$ cat config.mk
export PLATFORM = sky130hd
export DESIGN_NAME = id_ex_elastic_stage
export DESIGN_NICKNAME = d
export VERILOG_FILES = /design/src/rtl/id_ex_elastic_stage.sv
export SDC_FILE = /design/constraint.sdc
export NUM_CORES = 1
export LEC_CHECK = 0
export CAP_MARGIN = 40
export CORE_ASPECT_RATIO = 0.8
export CORE_MARGIN = 2
export CORE_UTILIZATION = 50
export CTS_CLUSTER_DIAMETER = 150
export CTS_CLUSTER_SIZE = 20
export DETAILED_ROUTE_END_ITERATION = 10
export PLACE_DENSITY = 0.83
export SLEW_MARGIN = 20
export SYNTH_ARGS = -nofsm -noshare
export SYNTH_HDL_FRONTEND = slang
export SYNTH_SLANG_ARGS = --single-unit
$ cat constraint.sdc
create_clock -name clk -period 2.24 [get_ports clk]
set_input_delay 0.448 -clock clk [delete_from_list [all_inputs] [get_ports clk]]
set_output_delay 0.448 -clock clk [all_outputs]
set_load 0.005 [all_outputs]
$ cat src/rtl/id_ex_elastic_stage.sv
// ID->EX pipeline register with valid/ready handshake, a one-deep skid entry and flush.
// CTRL bits are cleared whenever the stage holds no bundle; DATA bits keep stale contents.
module id_ex_elastic_stage #(
    parameter int unsigned DATA_W = 128,
    parameter int unsigned CTRL_W = 8
) (
    input  logic              clk,
    input  logic              rst_n,
    input  logic              flush,
    input  logic              in_valid,
    output logic              in_ready,
    input  logic [CTRL_W-1:0] in_ctrl,
    input  logic [DATA_W-1:0] in_data,
    output logic              out_valid,
    input  logic              out_ready,
    output logic [CTRL_W-1:0] out_ctrl,
    output logic [DATA_W-1:0] out_data,
    output logic [1:0]        occupancy
);

    typedef enum logic [1:0] {
        EMPTY = 2'd0,
        BUSY  = 2'd1,
        FULL  = 2'd2
    } state_t;

    state_t state_q;
    state_t state_d;

    logic              in_ready_q;
    logic              out_valid_q;
    logic [CTRL_W-1:0] main_ctrl;
    logic [DATA_W-1:0] main_data;
    logic [CTRL_W-1:0] skid_ctrl;
    logic [DATA_W-1:0] skid_data;

    logic accept;
    logic xfer;

    logic main_load;
    logic main_sel_skid;
    logic main_clr;
    logic skid_load;
    logic skid_clr;

    assign accept = in_valid & in_ready_q;
    assign xfer   = out_valid_q & out_ready;

    // State register; the encoding doubles as the occupancy count
    always_ff @(posedge clk or negedge rst_n) begin
        if (!rst_n) begin
            state_q <= EMPTY;
        end else begin
            state_q <= state_d;
        end
    end

    // Next-state logic; flush overrides every handshake event
    always_comb begin
        state_d = state_q;
        if (flush) begin
            state_d = EMPTY;
        end else begin
            case (state_q)
                EMPTY: begin
                    if (accept) state_d = BUSY;
                end
                BUSY: begin
                    if (accept && !xfer)      state_d = FULL;
                    else if (!accept && xfer) state_d = EMPTY;
                end
                FULL: begin
                    if (xfer) state_d = BUSY;
                end
                default: state_d = EMPTY;
            endcase
        end
    end

    // Datapath steering derived from the current state and this cycle's events
    always_comb begin
        main_load     = 1'b0;
        main_sel_skid = 1'b0;
        main_clr      = 1'b0;
        skid_load     = 1'b0;
        skid_clr      = 1'b0;
        if (flush) begin
            main_clr = 1'b1;
            skid_clr = 1'b1;
        end else begin
            case (state_q)
                EMPTY: begin
                    if (accept) main_load = 1'b1;
                end
                BUSY: begin
                    if (accept && xfer) main_load = 1'b1;
                    else if (accept)    skid_load = 1'b1;
                    else if (xfer)      main_clr  = 1'b1;
                end
                FULL: begin
                    if (xfer) begin
                        main_load     = 1'b1;
                        main_sel_skid = 1'b1;
                        skid_clr      = 1'b1;
                    end
                end
                default: begin
                    main_clr = 1'b1;
                    skid_clr = 1'b1;
                end
            endcase
        end
    end

    // Handshake outputs are registered from the next state, so ready never depends on out_ready
    always_ff @(posedge clk or negedge rst_n) begin
        if (!rst_n) begin
            in_ready_q  <= 1'b1;
            out_valid_q <= 1'b0;
        end else begin
            in_ready_q  <= (state_d != FULL);
            out_valid_q <= (state_d != EMPTY);
        end
    end

    // Main entry: CTRL is cleared whenever main stops holding a live bundle
    always_ff @(posedge clk or negedge rst_n) begin
        if (!rst_n) begin
            main_ctrl <= '0;
            main_data <= '0;
        end else begin
            if (main_clr) begin
                main_ctrl <= '0;
            end else if (main_load) begin
                main_ctrl <= main_sel_skid ? skid_ctrl : in_ctrl;
            end
            if (main_load) begin
                main_data <= main_sel_skid ? skid_data : in_data;
            end
        end
    end

    // Skid entry holds the bundle accepted while main was stalled
    always_ff @(posedge clk or negedge rst_n) begin
        if (!rst_n) begin
            skid_ctrl <= '0;
            skid_data <= '0;
        end else begin
            if (skid_clr) begin
                skid_ctrl <= '0;
            end else if (skid_load) begin
                skid_ctrl <= in_ctrl;
            end
            if (skid_load) begin
                skid_data <= in_data;
            end
        end
    end

    assign in_ready  = in_ready_q;
    assign out_valid = out_valid_q;
    assign out_ctrl  = main_ctrl;
    assign out_data  = main_data;
    assign occupancy = 2'(state_q);

endmodule

==> metrics.yaml, run 1 <==
critical_path:
  critical_path.endpoint: "occupancy[0]"
  cp_slowest_cell: "sky130_fd_sc_hd__clkdlybuf4s50_1"
  critPathMaxFanout: 11
  crit_path_start_kind: "flip-flop"
  critical_path_depth: 1
  worst_setup_path_end_kind: "primary output"
  crit_chain: "clkdlybuf4s50_1"
  endpoint_arrival_time_on_the_critical_path_ps: 1650
  buf_inv_stages_crit_path: 1
  critPathMaxStageDelay_ps: 600
  cp_top_family: "buffers and inverters"
  timing.critical_path.from: "occupancy[0]$_DFF_PN0_"
  ff2ff_path_depth: 6
  crit-reg2reg-launch: "occupancy[0]$_DFF_PN0_"
  setup.worst_path.class: "flip-flop to primary output"
  critical_path_required_ps: 1790
  timing.rr.end: "out_data[54]$_DFFE_PN0P_"
  rrSetupSlack_ps: 220
timing:
  final_period_minus_worst_setup_slack_ps: 2100
  achievable-frequency_mhz: 476
  fin_worst_hold_slack_ps: 296
  setup_viol: 0
  finClkSkew_ps: 20.0
  final.setup.tns_ps: 0
  period_share_pct: 93.7
  max_slew.worst_pin.slew_ps: 786
  post_route_worst_setup_slack_ps: 140
  hold_violations: 0
  final_max_slew_viol_count: 0
  slew_headroom_pct: 47.6
  grt_setup_unrepaired: "no"
cts:
  clock_pin_slew_reported_for_the_worst_setup_and_hold_paths_after_clock_tree_synthesis_ps: 80
  ctsRootBufferMaster: "sky130_fd_sc_hd__clkbuf_16"
  tritoncts_clock_tree: "built"
  post_cts_resized: 0
  clk-insertion-delay-late_ps: 490
  clkSinkCount: 276
  clock_tree.buffer_depth: 3
  cts-htree-levels: 1
  tritoncts_buffer_count: 17
logic_synthesis:
  yosys.area_share.adder_pct: 0
  register_area_share_after_synthesis_pct: 58.5
  syn-mean-instance-area_um2: 12.7
  synth_simple_gate_area_share_pct: 0.858
  synth.lib_cells_used.distinct: 36
  synth_fp_nets: 1067
  synth-edff-count: 0
  ranking_of_synthesized_cells_by_area: "sky130_fd_sc_hd__dfrtp_1 58%, sky130_fd_sc_hd__mux2_2 12%, sky130_fd_sc_hd__mux2i_1 12%, sky130_fd_sc_hd__o21ai_0 7.2%, sky130_fd_sc_hd__o21ai_1 3.8%"
  synth.area.mux_share_pct: 23.7
  xor_xnor_portion_of_the_synthesized_cell_area_pct: 0
  synth-compound-area-share_pct: 12.8
  synth.ff_latch_count: 276
  synth.top_cell.area_share_pct: 58.3
  synth.top_cells.by_count: "275 x sky130_fd_sc_hd__dfrtp_1, 169 x sky130_fd_sc_hd__o21ai_0, 136 x sky130_fd_sc_hd__mux2i_1"
  syn_area_mm2: 0.0118
  synth_top_area_cell: "sky130_fd_sc_hd__dfrtp_1"
  synthMostInstantiatedCell: "sky130_fd_sc_hd__dfrtp_1"
  dominant_combinational_cell_family_by_area_after_synthesis: "multiplexers"
  asyncSetResetFlopFracSynth_pct: 100
  syn-instance-count: 926
  synth.yosys.warnings: 0
  predominant_post_synthesis_flop_cell: "sky130_fd_sc_hd__dfrtp_1"
die:
  die-height_um: 141
  std_cell_rows: 50
  die_area_mm2: 0.0249
  placeableCoreArea_mm2: 0.0233
  die_w_um: 176
  starting_density_of_the_core_pct: 50.7
  ioPinCount: 281
place:
  half_perimeter_wire_length_of_the_detailed_placement_result_mm: 20.6
  place.gp.congestion: 0.829
  io_buffers: 280
  dp_slack_ps: -73.0
  postPlaceCellArea_mm2: 0.0152
  placed_cells: 1489
routing:
  via_per_inst: 5.62
  detail-route-antenna-nets: 0
  drcViolationCount: 0
  dr.pass1.iters: 5
  detail_route.wl_per_cell_um: 19.8
  finalWirelength_mm: 30.0
  route.vias.total: 8510
  drt_iter0_markers: 603
flow_run:
  max_cap_viol_count: 0
grt:
  grt_start_max_net_pins: 80
  globalRouteTotalUtil_pct: 24.2
  wire_length_of_the_first_global_routing_pass_mm: 48.5
  vias_in_the_first_global_route: 9040
  grt_remaining_overflow: 0
  number_of_antenna_violations_at_the_first_check_in_global_routing: 1
pwr:
  combPwrFrac_pct: 27.4
  power_switching_share_pct: 27.0
  powerDensity_mw_per_mm2: 928
  internal_power_mw: 10.6
  power.clock.fraction_pct: 21.2
  sequentialPowerShare_pct: 51.4
  ir_drop_uv: 586
  total_leakage_power_nw: 6.20
  net-switching-power_mw: 3.92
cells_and_area:
  final_cell_count_no_fill: 1514
  multi_input_area_mm2: 0.00444
  share_of_post_route_cells_with_drive_strength_above_1_pct: 16.8
  design.final.nets: 1338
  final.fill_count: 1719
  ff_latch_area_mm2: 0.00691
  areaGrowthSynthToFinish_pct: 32.7
  layout.cell_area.non_filler_mm2: 0.0157
hold_path:
  worstHoldStart: "flush"
  hold_path_class: "input port to flip-flop"
outcome:
  outcome: "finished clean"
-- state kept, by name, indices dropped and copies added, names as in the netlist --
name / cells
occupancy: 2
skid_data: 128
out_valid: 1
out_ctrl: 8
out_data: 128
skid_ctrl: 8
in_ready: 1
-- cell usage in the layout (no fill, tap or decap), types with 3 or more instances in the layout --
master	synthesis	layout
sky130_fd_sc_hd__a221oi_1	5	5
sky130_fd_sc_hd__a22o_1	8	8
sky130_fd_sc_hd__buf_12	0	20
sky130_fd_sc_hd__buf_4	9	29
sky130_fd_sc_hd__clkbuf_1	28	5
sky130_fd_sc_hd__clkbuf_16	0	17
sky130_fd_sc_hd__clkdlybuf4s50_1	0	278
sky130_fd_sc_hd__dfrtp_1	275	275
sky130_fd_sc_hd__inv_1	7	7
sky130_fd_sc_hd__mux2_2	128	128
sky130_fd_sc_hd__mux2i_1	136	136
sky130_fd_sc_hd__nand2_1	3	3
sky130_fd_sc_hd__o211ai_1	3	3
sky130_fd_sc_hd__o21ai_0	169	169
sky130_fd_sc_hd__o21ai_1	90	90
-- how the worst min path moves through the flow --
stage,to,depth (start not counted)
2_1_floorplan,occupancy[0]$_DFF_PN0_,0
3_3_place_gp,out_data[36]$_DFFE_PN0P_,1
4_1_cts,occupancy[0]$_DFF_PN0_,3
6_report,occupancy[0]$_DFF_PN0_,3
3_5_place_dp,out_data[36]$_DFFE_PN0P_,1
5_1_grt,occupancy[0]$_DFF_PN0_,3
-- metal layers --
layer,part of all wire [%],vias to the layer above,GRT usage [%]
met5,0,-,0
met4,2.3,0,5.35
met3,8.5,47,7.26
met2,48,289,40.7
met1,41,4306,31.4
li1,-,3868,-
-- cell type report --
type	count	share of cell area, %
Inverter	7	0.168
Clock inverter	1	0.192
Clock buffer	22	2.83
Antenna cell	1	0.0160
Tap cell	312	2.49
Sequential cell	276	44.1
Timing Repair Buffer	329	21.9
Multi-Input combinational cell	566	28.3
-- cell families (layout without fill, tap and decap cells) --
group | after synthesis | count (layout)
buffers and inverters | 84 | 359
other | 0 | 1
AOI/OAI and AO/OA | 286 | 286
DFF | 276 | 276
muxes | 264 | 264
and+or+nand+nor | 16 | 16
-- power groups by stage --
stage	clock (mW)	combinational [mW]	sequential, mW
floorplan	0	1.75	7.39
global placement	0	3.86	7.44
detailed placement	0	4.01	7.55
CTS	3.19	4.03	7.46
global route	3.37	4.35	7.66
finish	3.08	3.98	7.47
-- per-stage QoR --
| stage | utilization [%] | power [mW] |
|---|---|---|
| after floorplan | - | 9.15 |
| after global placement | 65.2 | 11.3 |
| after detailed placement | 65.2 | 11.6 |
| after CTS | 67.3 | 14.7 |
| after global routing | 67.3 | 15.4 |
| final | 67.3 | 14.5 |
-- repair_timing --
action,4_1_cts,5_1_grt
buffers inserted,0,0
hold buffers,1,0
hold endpoints to repair,58,0
Note: power is estimated with default switching activity, not from simulation.
==> run 2: changes to the inputs <==
- CTS_CLUSTER_SIZE: 20 -> 30
- PLACE_DENSITY: 0.83 -> 0.88
==> run 2 against run 1 <==
  * First-iteration DRC count rose by 35%
  * Clock power decreased by 12%
  * Critical path depth unchanged
  * Critical endpoint is now in_ready
  * Largest power group unchanged
==> metrics.yaml, run 2 (synthesis gave the netlist of run 1 again) <==
hold_path:
  hold_path_class: "input port to async pin"
timing:
  setup_viol: 0
  hold_violations: 0
  final_period_minus_worst_setup_slack_ps: 2090
  max_slew.worst_pin.slew_ps: 604
  grt_setup_unrepaired: "no"
  slew_headroom_pct: 59.7
  finClkSkew_ps: 49.4
  period_share_pct: 93.2
  final_max_slew_viol_count: 0
  post_route_worst_setup_slack_ps: 153
  achievable-frequency_mhz: 479
critical_path:
  cp_slowest_cell: "sky130_fd_sc_hd__dfstp_2"
  crit_chain: "clkdlybuf4s50_1"
  critPathMaxFanout: 6
  buf_inv_stages_crit_path: 1
  worst_setup_path_end_kind: "primary output"
  setup.worst_path.class: "flip-flop to primary output"
  cp_top_family: "flip-flops"
  crit-reg2reg-launch: "occupancy[0]$_DFF_PN0_"
  critPathMaxStageDelay_ps: 600
  timing.critical_path.from: "in_ready$_DFF_PN1_"
  critical_path_required_ps: 1790
  endpoint_arrival_time_on_the_critical_path_ps: 1640
  crit_path_start_kind: "flip-flop"
die:
  die-height_um: 141
  placeableCoreArea_mm2: 0.0233
  starting_density_of_the_core_pct: 50.7
  ioPinCount: 281
  die_area_mm2: 0.0249
  std_cell_rows: 50
  die_w_um: 176
place:
  place.gp.congestion: 0.806
  io_buffers: 280
  dp_slack_ps: -173
  postPlaceCellArea_mm2: 0.0151
  half_perimeter_wire_length_of_the_detailed_placement_result_mm: 20.2
grt:
  vias_in_the_first_global_route: 8552
  number_of_antenna_violations_at_the_first_check_in_global_routing: 0
  grt_start_max_net_pins: 62
  grt_remaining_overflow: 0
  globalRouteTotalUtil_pct: 22.9
  wire_length_of_the_first_global_routing_pass_mm: 46.0
cts:
  tritoncts_buffer_count: 13
  clkSinkCount: 276
  clock_tree.buffer_depth: 3
  tritoncts_clock_tree: "built"
  post_cts_resized: 0
  cts-htree-levels: 1
  clock_pin_slew_reported_for_the_worst_setup_and_hold_paths_after_clock_tree_synthesis_ps: 110
  clk-insertion-delay-late_ps: 500
  ctsRootBufferMaster: "sky130_fd_sc_hd__clkbuf_16"
pwr:
  post-layout-total-power_mw: 14.1
  powerDensity_mw_per_mm2: 909
  ir_drop_uv: 874
  total_leakage_power_nw: 6.14
cells_and_area:
  layout.cell_area.non_filler_mm2: 0.0155
  antenna-diode-count: 0
  utilization_pct: 66.8
  final_cell_mix: "278 x sky130_fd_sc_hd__clkdlybuf4s50_1, 275 x sky130_fd_sc_hd__dfrtp_1, 169 x sky130_fd_sc_hd__o21ai_0"
  design.final.nets: 1332
  share_of_post_route_cells_with_drive_strength_above_1_pct: 16.5
  areaGrowthSynthToFinish_pct: 31.6
  layout.cells.most_common: "sky130_fd_sc_hd__clkdlybuf4s50_1"
  final.fill_count: 1691
outcome:
  outcome: "finished clean"
routing:
  dr.pass1.iters: 5
  detail-route-antenna-nets: 0
  detail_route.wl_per_cell_um: 19.4
  drcViolationCount: 0
  via_per_inst: 5.60
  route.vias.total: 8440
  drt_iter0_markers: 814
  finalWirelength_mm: 29.2
flow_run:
  max_cap_viol_count: 0
==> run 2: cell count changes in the layout (fill, tap and decap cells not counted), sizes merged <==
cell    before  now
diode        1    0
buf         50   48
bufinv       1    0
clkbuf      22   18
inv          7    8
clkinv       0    1
==> run 2: final cells by class <==
cell class | count | area [um2] | area share [%]
Timing Repair Buffer | 327 | 3390 | 21.8
Tap cell | 312 | 390 | 2.51
Clock inverter | 2 | 38.8 | 0.250
Inverter | 7 | 26.3 | 0.169
Clock buffer | 18 | 344 | 2.21
Sequential cell | 276 | 6910 | 44.5
Multi-Input combinational cell | 566 | 4440 | 28.6
==> run 2: path summary, 6_finish.rpt <==
| check | to | slack (ps) | cells past startpoint |
|---|---|---|---|
| worst max register to register | out_data[100]$_DFFE_PN0P_ | 170 | 6 |
| min in group clk | skid_ctrl[7]$_DFFE_PN0P_ | 510 | 1 |
| worst min-delay path | out_data[38]$_DFFE_PN0P_ | 450 | 2 |
| worst min register to register | skid_ctrl[7]$_DFFE_PN0P_ | 510 | 1 |
| max in group asynchronous | skid_data[100]$_DFFE_PN0P_ | 1040 | 3 |
| worst max-delay path | in_ready | 150 | 1 |
==> run 2: through the flow <==
| stage | cells | TNS, ps | hold WS, ps |
|---|---|---|---|
| CTS | 1508 | 0 | 464 |
| global placement | 1487 | -7200 | 405 |
| detailed placement | 1487 | -12800 | 405 |
| floorplan | 926 | 0 | 152 |
| global route | 1508 | 0 | 480 |
| finish | 1508 | 0 | 452 |
==> run 2: where the power goes <==
group / leakage, nW / switching, mW / internal, mW
clock network: 0.182 / 1.58 / 1.13
registers: 3.41 / 0.884 / 6.60
logic: 2.55 / 1.45 / 2.48
total: 6.14 / 3.91 / 10.2
==> run 2: repair_timing <==
action,CTS,global route
hold buffers,1,0
hold endpoints to repair,46,0
setup buffers,0,0
==> run 2: per-layer routing <==
metal	share of wire [%]	GRT usage, %	up-vias
met5	0	0	-
met4	2.4	5.18	0
met3	7.4	5.39	48
met2	48	38.0	283
met1	43	31.0	4251
li1	-	-	3858
